==> src/rtl/alu_issue_stage.sv <==
// ALU issue stage: decodes ID-stage MIPS fields into an AluOp, holds operands in the ID/EX register,
// and presents forwarded A/B operands to the ALU. Also raises load-use stalls and inserts bubbles.
module alu_issue_stage #(
   parameter int SIZE = 32
) (
   input  logic            clk,
   input  logic            rst_n,
   input  logic            id_valid,
   input  logic [5:0]      id_opcode,
   input  logic [5:0]      id_funct,
   input  logic [4:0]      id_shamt,
   input  logic [15:0]     id_imm,
   input  logic [4:0]      id_rs,
   input  logic [4:0]      id_rt,
   input  logic [4:0]      id_rd,
   input  logic [SIZE-1:0] id_rs_data,
   input  logic [SIZE-1:0] id_rt_data,
   input  logic            stall_in,
   input  logic            flush,
   input  logic            exmem_wr,
   input  logic [4:0]      exmem_rd,
   input  logic [SIZE-1:0] exmem_result,
   input  logic            memwb_wr,
   input  logic [4:0]      memwb_rd,
   input  logic [SIZE-1:0] memwb_result,
   output logic            load_use_stall,
   output logic            ex_valid,
   output logic [3:0]      alu_op,
   output logic [SIZE-1:0] alu_a,
   output logic [SIZE-1:0] alu_b,
   output logic            ex_wr_en,
   output logic [4:0]      ex_wr_addr,
   output logic            ex_is_load,
   output logic [SIZE-1:0] ex_store_data,
   output logic            ex_illegal
);

   localparam logic [3:0] OP_ADD = 4'b0000, OP_ADDU = 4'b0001, OP_SUB = 4'b0010, OP_AND = 4'b0100,
                          OP_OR  = 4'b0101, OP_XOR  = 4'b0110, OP_NOR = 4'b0111, OP_SLL = 4'b1000,
                          OP_SRL = 4'b1001, OP_SLT  = 4'b1010, OP_SRA = 4'b1100;

   logic            decLegal, decWr, decLoad, decAReg, decBReg, rtIsSource;
   logic [3:0]      decOp;
   logic [4:0]      decDest;
   logic [SIZE-1:0] decA, decB, immSext, immZext;
   logic            decWrEff;

   logic            aIsReg, bIsReg;
   logic [4:0]      aAddr, bAddr, rtAddr;
   logic [SIZE-1:0] aVal, bVal, rtVal;

   assign immSext = {{(SIZE-16){id_imm[15]}}, id_imm};
   assign immZext = {{(SIZE-16){1'b0}}, id_imm};

   // Decode: A defaults to rs, B to rt; shifts, lui and immediates replace them with non-register values.
   always_comb begin
      decLegal   = 1'b1;
      decWr      = 1'b1;
      decLoad    = 1'b0;
      decOp      = OP_ADD;
      decDest    = id_rt;
      decAReg    = 1'b1;
      decA       = id_rs_data;
      decBReg    = 1'b0;
      decB       = immSext;
      rtIsSource = 1'b0;
      case (id_opcode)
         6'h00: begin
            decDest    = id_rd;
            decBReg    = 1'b1;
            decB       = id_rt_data;
            rtIsSource = 1'b1;
            case (id_funct)
               6'h20:         decOp = OP_ADD;
               6'h21:         decOp = OP_ADDU;
               6'h22, 6'h23:  decOp = OP_SUB;
               6'h24:         decOp = OP_AND;
               6'h25:         decOp = OP_OR;
               6'h26:         decOp = OP_XOR;
               6'h27:         decOp = OP_NOR;
               6'h2A:         decOp = OP_SLT;
               6'h00, 6'h02, 6'h03: begin
                  decOp   = (id_funct == 6'h00) ? OP_SLL : (id_funct == 6'h02) ? OP_SRL : OP_SRA;
                  decAReg = 1'b0;
                  decA    = {{(SIZE-5){1'b0}}, id_shamt};
               end
               default: decLegal = 1'b0;
            endcase
         end
         6'h08: decOp = OP_ADD;
         6'h09: decOp = OP_ADDU;
         6'h0A: decOp = OP_SLT;
         6'h0C: begin decOp = OP_AND; decB = immZext; end
         6'h0D: begin decOp = OP_OR;  decB = immZext; end
         6'h0E: begin decOp = OP_XOR; decB = immZext; end
         6'h0F: begin
            decOp   = OP_SLL;
            decAReg = 1'b0;
            decA    = SIZE'(16);
            decB    = immZext;
         end
         6'h23: decLoad = 1'b1;
         6'h2B: begin decWr = 1'b0; rtIsSource = 1'b1; end
         6'h04, 6'h05: begin
            decOp      = OP_SUB;
            decWr      = 1'b0;
            decBReg    = 1'b1;
            decB       = id_rt_data;
            rtIsSource = 1'b1;
         end
         default: begin decLegal = 1'b0; decWr = 1'b0; end
      endcase
   end

   assign decWrEff = decWr & (decDest != 5'd0);

   assign load_use_stall = id_valid & ex_valid & ex_is_load & (ex_wr_addr != 5'd0) &
                           ((ex_wr_addr == id_rs) | ((ex_wr_addr == id_rt) & rtIsSource));

   // ID/EX register; flush beats stall, and a held illegal flag is dropped so it only pulses once.
   always_ff @(posedge clk or negedge rst_n) begin
      if (!rst_n) begin
         ex_valid   <= 1'b0;
         alu_op     <= 4'b0000;
         ex_wr_en   <= 1'b0;
         ex_wr_addr <= 5'd0;
         ex_is_load <= 1'b0;
         ex_illegal <= 1'b0;
         aIsReg     <= 1'b0;
         bIsReg     <= 1'b0;
         aAddr      <= 5'd0;
         bAddr      <= 5'd0;
         rtAddr     <= 5'd0;
         aVal       <= '0;
         bVal       <= '0;
         rtVal      <= '0;
      end else if (stall_in && !flush) begin
         ex_illegal <= 1'b0;
      end else if (flush || load_use_stall || !id_valid || !decLegal) begin
         ex_valid   <= 1'b0;
         alu_op     <= 4'b0000;
         ex_wr_en   <= 1'b0;
         ex_wr_addr <= 5'd0;
         ex_is_load <= 1'b0;
         ex_illegal <= !flush && !load_use_stall && id_valid && !decLegal;
      end else begin
         ex_valid   <= 1'b1;
         alu_op     <= decOp;
         ex_wr_en   <= decWrEff;
         ex_wr_addr <= decWrEff ? decDest : 5'd0;
         ex_is_load <= decLoad;
         ex_illegal <= 1'b0;
         aIsReg     <= decAReg;
         bIsReg     <= decBReg;
         aAddr      <= id_rs;
         bAddr      <= id_rt;
         rtAddr     <= id_rt;
         aVal       <= decA;
         bVal       <= decB;
         rtVal      <= id_rt_data;
      end
   end

   function automatic logic [SIZE-1:0] forwardValue(
      input logic [4:0]      addr,
      input logic [SIZE-1:0] stored,
      input logic            exWr,
      input logic [4:0]      exRd,
      input logic [SIZE-1:0] exRes,
      input logic            wbWr,
      input logic [4:0]      wbRd,
      input logic [SIZE-1:0] wbRes
   );
      if (exWr && exRd != 5'd0 && exRd == addr)      return exRes;
      else if (wbWr && wbRd != 5'd0 && wbRd == addr) return wbRes;
      else                                           return stored;
   endfunction

   assign alu_a = aIsReg ? forwardValue(aAddr, aVal, exmem_wr, exmem_rd, exmem_result,
                                        memwb_wr, memwb_rd, memwb_result) : aVal;
   assign alu_b = bIsReg ? forwardValue(bAddr, bVal, exmem_wr, exmem_rd, exmem_result,
                                        memwb_wr, memwb_rd, memwb_result) : bVal;
   assign ex_store_data = forwardValue(rtAddr, rtVal, exmem_wr, exmem_rd, exmem_result,
                                       memwb_wr, memwb_rd, memwb_result);

endmodule

==> config.mk <==
export PLATFORM = sky130hd
export DESIGN_NAME = alu_issue_stage
export DESIGN_NICKNAME = d
export VERILOG_FILES = /design/src/rtl/alu_issue_stage.sv
export SDC_FILE = /design/constraint.sdc
export NUM_CORES = 1
export LEC_CHECK = 0
export BUFFER_PORTS_ARGS = -buffer_cell sky130_fd_sc_hd__buf_2
export CAP_MARGIN = 20
export CORE_MARGIN = 4
export CORE_UTILIZATION = 54
export DETAILED_ROUTE_END_ITERATION = 8
export PLACE_DENSITY = 0.87
export SYNTH_ARGS = -nofsm -noshare
export SYNTH_HDL_FRONTEND = slang
export SYNTH_SLANG_ARGS = --single-unit
==> constraint.sdc <==
create_clock -name clk -period 5.8 [get_ports clk]
set_clock_uncertainty 0.2 [all_clocks]
set_input_delay 0 -clock clk [delete_from_list [all_inputs] [get_ports clk]]
set_output_delay 0 -clock clk [all_outputs]
set_load 0.01 [all_outputs]
=== Yosys cells after proc, flatten, opt, wreduce, memory -nomap -nowiden ===
Cells that the tools add are included.
W data, S select, Z words.

* Bits in registers: 121
* Input bits: 193
* Output and inout bits: 110

* Equal/unequal tests: 28
* Muxes and demuxes: 32
* Bitwise gates (word level): 9
* Reductions and logical operators: 33

{| class="wikitable"
|+ Operator list
! kind !! number
|-
| $mux W32 || 9
|-
| $pmux W32 S2 || 2
|-
| $eq A6 B6 Y1 const B || 11
|-
| $pmux W4 S8 || 2
|-
| $eq A6 B4 Y1 const B || 7
|-
| $eq A5 B5 Y1 || 6
|-
| $reduce_bool A5 Y1 || 4
|-
| $mux W5 || 3
|-
| $eq A6 B2 Y1 const B || 2
|-
| $eq A6 B3 Y1 const B || 2
|-
| $logic_not A6 Y1 || 2
|-
| $reduce_or A12 Y1 || 1
|-
| $mux W1 || 11
|-
| $reduce_or A11 Y1 || 1
|-
| $logic_and A1 B1 Y1 || 10
|-
| $reduce_or A9 Y1 || 1
|-
| $reduce_or A4 Y1 || 2
|-
| $and A1 B1 Y1 || 6
|-
| $mux W3 || 2
|-
| $reduce_or A3 Y1 || 2
|-
| $logic_not A1 Y1 || 4
|-
| $mux W4 || 1
|-
| $pmux W1 S2 || 2
|-
| $reduce_or A2 Y1 || 2
|-
| other kinds (4) || 7
|}

=== Depth between registers and ports, before layout ===
* Depth after elaboration: 12
* Gate-level depth with buffers: 9

=== Worst setup path before layout ===
OpenSTA, ideal clock, no wires.

* Kind: flip-flop to flip-flop
* Start: register ex_wr_addr[1]
* End: register aAddr[0]
* Setup time: 125 ps
* Data arrival time: 2228 ps
* Required time: 5475 ps
* Setup slack: 3247 ps
* Stages on the path, launching flop included: 8
* Buffers on the path: 2
* Period minus slack after synthesis: 2553 ps
* Cells stage by stage: dfrtp_1 -> or4_1 -> o2111ai_2 -> a21oi_2 -> or3b_1 -> buf_6 -> buf_6 -> mux2_4

* Word-level cells in the longest chain between the ends: 9
* Elaborated cells on any way between the ends: 12
* Classes of those cells: 2 x eq/ne; 5 x bitwise; 5 x reduce/logical

{| class="wikitable"
|+ RTL lines
! element !! RTL line !! source
|-
| start: declaration || 32 || <nowiki>output logic [4:0] ex_wr_addr,</nowiki>
|-
| start signal: assignment || 150 || <nowiki>ex_wr_addr <= decWrEff ? decDest : 5'd0;</nowiki>
|-
| $eq A5 B5 Y1 || 118 || <nowiki>((ex_wr_addr == id_rs) | ((ex_wr_addr == id_rt) & rtIsSource));</nowiki>
|-
| $and A1 B1 Y1 || 118 ||
|-
| $or A1 B1 Y1 || 118 ||
|-
| $and A1 B1 Y1 (*) || 117 || <nowiki>assign load_use_stall = id_valid & ex_valid & ex_is_load & (ex_wr_addr != 5'd0) &</nowiki>
|-
| net load_use_stall || 26 || <nowiki>output logic load_use_stall,</nowiki>
|-
| $logic_or A1 B1 Y1 (*) (3 in series) || 139 || <nowiki>end else if (flush || load_use_stall || !id_valid || !decLegal) begin</nowiki>
|-
| $not A1 Y1 (no line) (*) || - ||
|-
| $reduce_and A2 Y1 (no line) (*) || - ||
|-
| end signal: assignment || 155 || <nowiki>aAddr <= id_rs;</nowiki>
|-
| end: declaration || 49 || <nowiki>logic [4:0] aAddr, bAddr, rtAddr;</nowiki>
|}

Mark *: on every way through the listed nets, which the timed path passes. The rest lies on a longest branch.
A chain may end at the register's enable or synchronous reset.

==> run metrics <==
maximum clock frequency=0.2502 GHz; routed length on met3=3716 um; highest metal layer used by the detailed router=met4; maximum level of the CTS H-tree=4; final non-filler cell total=1500; average routed wire per standard cell=21.19 um; final instance area=11160 sq um; cell types occupying the most area after synthesis=dfrtp_1 (39%), nand2_1 (8.1%), mux2i_1 (6.5%); run status=completed; Die Footprint=16350 sq um; kind of cell adding the most delay to the critical path=compound AO/OA/AOI/OAI gates; total power consumption of the routed design=0.003469 W; placed instance area=9341 sq um; Resized Gates After CTS=0; max-cap check violation count=0; global-route wire length before repair=48520 um; final setup vio count=0; Cell Int Power=0.002310 W; net switching power=0.001160 W; mapped cell area=7757 sq um; Area growth syn-to-layout=43.89%; syn_nets=1113; clock sink count=121; Post-Route Setup TNS=0 ps; minimum clock period after layout=3998 ps; number of placement rows=43; detailed-route wire length=31790 um; CP Buf/Inv Count=1; CTS buffer count=17; relative slew slack=0.2413; buffer levels on the longest clock path=2; dpl hpwl=19190 um; startpoint kind of the worst setup timing path=register; end-of-flow core utilization=0.7979; Cell Count Post-Placement=1345; number of synthesized flops with an enable pin=0; peak per-stage delay on the critical path=1060 ps; Vert. Die Dim=127.9 um; path category of the worst min-delay check=input pin to register; number of design rule violations left after detail routing=0; count of different cell masters after synthesis=48; post-layout net count=1500; highest-delay cell along the critical path=a21boi_4; cell-by-cell listing of the critical path=xnor2_1 > nand3_1 > or4_4 > a21boi_4 > nor2_1 > a21oi_1 > buf_2; detailed-route wire length on metal 1=11180 um; static leakage=5.570 nW; maximum resistive drop on vdd=192.4 uV; gr usage total=0.3752; pin count of the biggest net entering global routing=99; final hold violation count=0; Worst setup EP type=output port; CTS tree=yes; Switching Share=0.3342; overall die width=127.9 um; cell taking the most area after synthesis=dfrtp_1; Gate Count Post-Synth=920; required time of the worst setup path=5600 ps; register bit total from synthesis=121; Setup Fix Bufs, Post-CTS=0; ratio of cells with drive above 1 in the final layout=0.3073; detailed-route vias per instance=6.235; clock insertion delay at the later pin of the skew report=410 ps; final period utilization=0.6892; cell at the root of the clock tree=clkbuf_16; clock power share=0.305; core box area=13990 sq um; clock transition at the register clock pins on the worst setup and hold paths after CTS=50 ps; part of the power in combinational logic=0.352; Cell Pwr Density=310.8 nW/um^2; residual overflow from global routing=0; Async SR Flop Fraction=1.000; weighted congestion at the end of routability-driven global placement=0.9136; mean instance size in the synthesized netlist=8.432 sq um; initial core utilization=0.5546; number of antenna violations at the first check in global routing=1; hold-fix buffer count after cts=123; First DRT Iteration DRCs=1213; startpoint-to-endpoint class of the critical path=register to output port; sequential fraction of design power=0.343; final-report max-slew violation count=0; Synth top area share=0.3903; via count of the routed design=9353; number of buffers added on ports=302; RSZ-0062 raised after global routing=false; number of primary I/O pins=303; vias in the first global route=9486; DRT antenna net count=0; met2 layer wire length in the routed design=14980 um; Least-Margin Pin Slew=1135 ps; data arrival time of the critical path=3800 ps; total of warnings raised by yosys=0; Detailed Routing Iterations Pass 1=6; Crit Path Max Fanout=98; leading register cell type out of synthesis=dfrtp_1; sequential share of the synthesized area=0.3903
==> logic make-up (layout without fill, tap and decap cells) <==
group,after synthesis,in the layout,share of synthesized area
AOI/OAI and AO/OA,217,217,0.1660
xor gates and xnor gates,30,30,0.03387
buffers and inverters,115,513,0.06242
DFF,121,121,0.3903
muxes,115,115,0.1744
other,0,2,0
and+or+nand+nor,322,322,0.1731
==> Yosys cell counts, types with 8 or more instances <==
| library cell | count |
|---|---|
| o21ai_0 | 10 |
| nor2_1 | 106 |
| a21oi_1 | 83 |
| inv_1 | 46 |
| mux2i_1 | 50 |
| mux2_4 | 32 |
| dfrtp_1 | 121 |
| xnor2_1 | 18 |
| mux2_1 | 15 |
| buf_2 | 12 |
| nand3_1 | 8 |
| a31oi_1 | 35 |
| o22ai_1 | 65 |
| nor3_1 | 14 |
| clkbuf_1 | 46 |
| mux2_2 | 18 |
| nand2_1 | 167 |
| xor2_1 | 12 |
==> layer usage <==
| metal | global-route usage | vias up |
|---|---|---|
| li1 | - | 3971 |
| met1 | 0.4512 | 4325 |
| met2 | 0.6149 | 851 |
| met3 | 0.08792 | 206 |
| met4 | 0.2191 | 0 |
| met5 | 0 | - |
==> worst min-delay path, cell delays in order <==
cell     delay, ps
buf_2          100
nand2_1         50
o21ai_0        180
mux2_1         340
==> cell usage in the layout, fill, tap and decap left out, types with 3 or more instances in the layout <==
master         instances
a21oi_1               83
a22o_1                 3
a31oi_1               34
buf_2                301
buf_4                 12
bufinv_16              3
clkbuf_16             17
clkinv_2               5
dfrtp_1              121
dlygate4sd3_1        123
inv_1                 46
mux2_1                15
mux2_2                18
mux2_4                32
mux2i_1               50
nand2_1              167
nand2b_1               5
nand3_1                8
nor2_1               106
nor2b_1                3
nor3_1                13
o21ai_0               10
o22ai_1               65
o31ai_1                7
or4_1                  4
xnor2_1               18
xor2_1                12
==> final cells by class <==
class | count | area, sq um
diodes | 2 | 5.005
repair buffers | 437 | 2855
fillers | 854 | 2826
inverters | 46 | 172.7
clock inverters | 9 | 123.9
multi-input cells | 684 | 4292
clock buffers | 21 | 460.4
well taps | 180 | 225.2
flip-flops and latches | 121 | 3028
==> state kept, by name, summed over array words and instances (netlist names) <==
signal and count:
aAddr 5, aIsReg 1, aVal 32, alu_op 4, bIsReg 1, bVal 32, ex_illegal 1, ex_is_load 1
ex_valid 1, ex_wr_addr 5, ex_wr_en 1, rtAddr 5, rtVal 32
==> metrics by stage <==
stage                     setup WS, ps  hold slack [ps]
after floorplan                   3247           -495.6
after global placement            2168           -119.8
after detailed placement          2441           -106.8
after CTS                         1980            6.347
after global routing              1674            74.37
final                             1802            112.8
==> power groups by stage <==
stage	clock network (W)	logic [W]	registers (W)
2_1_floorplan	0	0.000668	0.00115
3_3_place_gp	0	0.00108	0.00118
3_5_place_dp	0	0.00111	0.00119
4_1_cts	0.00107	0.00118	0.00118
5_1_grt	0.00111	0.00131	0.00121
6_report	0.00106	0.00122	0.00119
==> final timing paths <==
check	startpoint	to	slack, ps	cells after the start
setup / recovery	rtAddr[4]	alu_b[24]	1800	7
hold / removal	id_rs_data[1]	aVal[1]	110	4
setup reg to reg	ex_wr_addr[1]	ex_wr_addr[4]	2390	7
hold reg to reg	aVal[0]	aVal[0]	290	1
max in group asynchronous	rst_n	rtVal[25]	3520	4
min in group asynchronous	rst_n	aVal[29]	540	3
(Power assumes the default switching activity.)
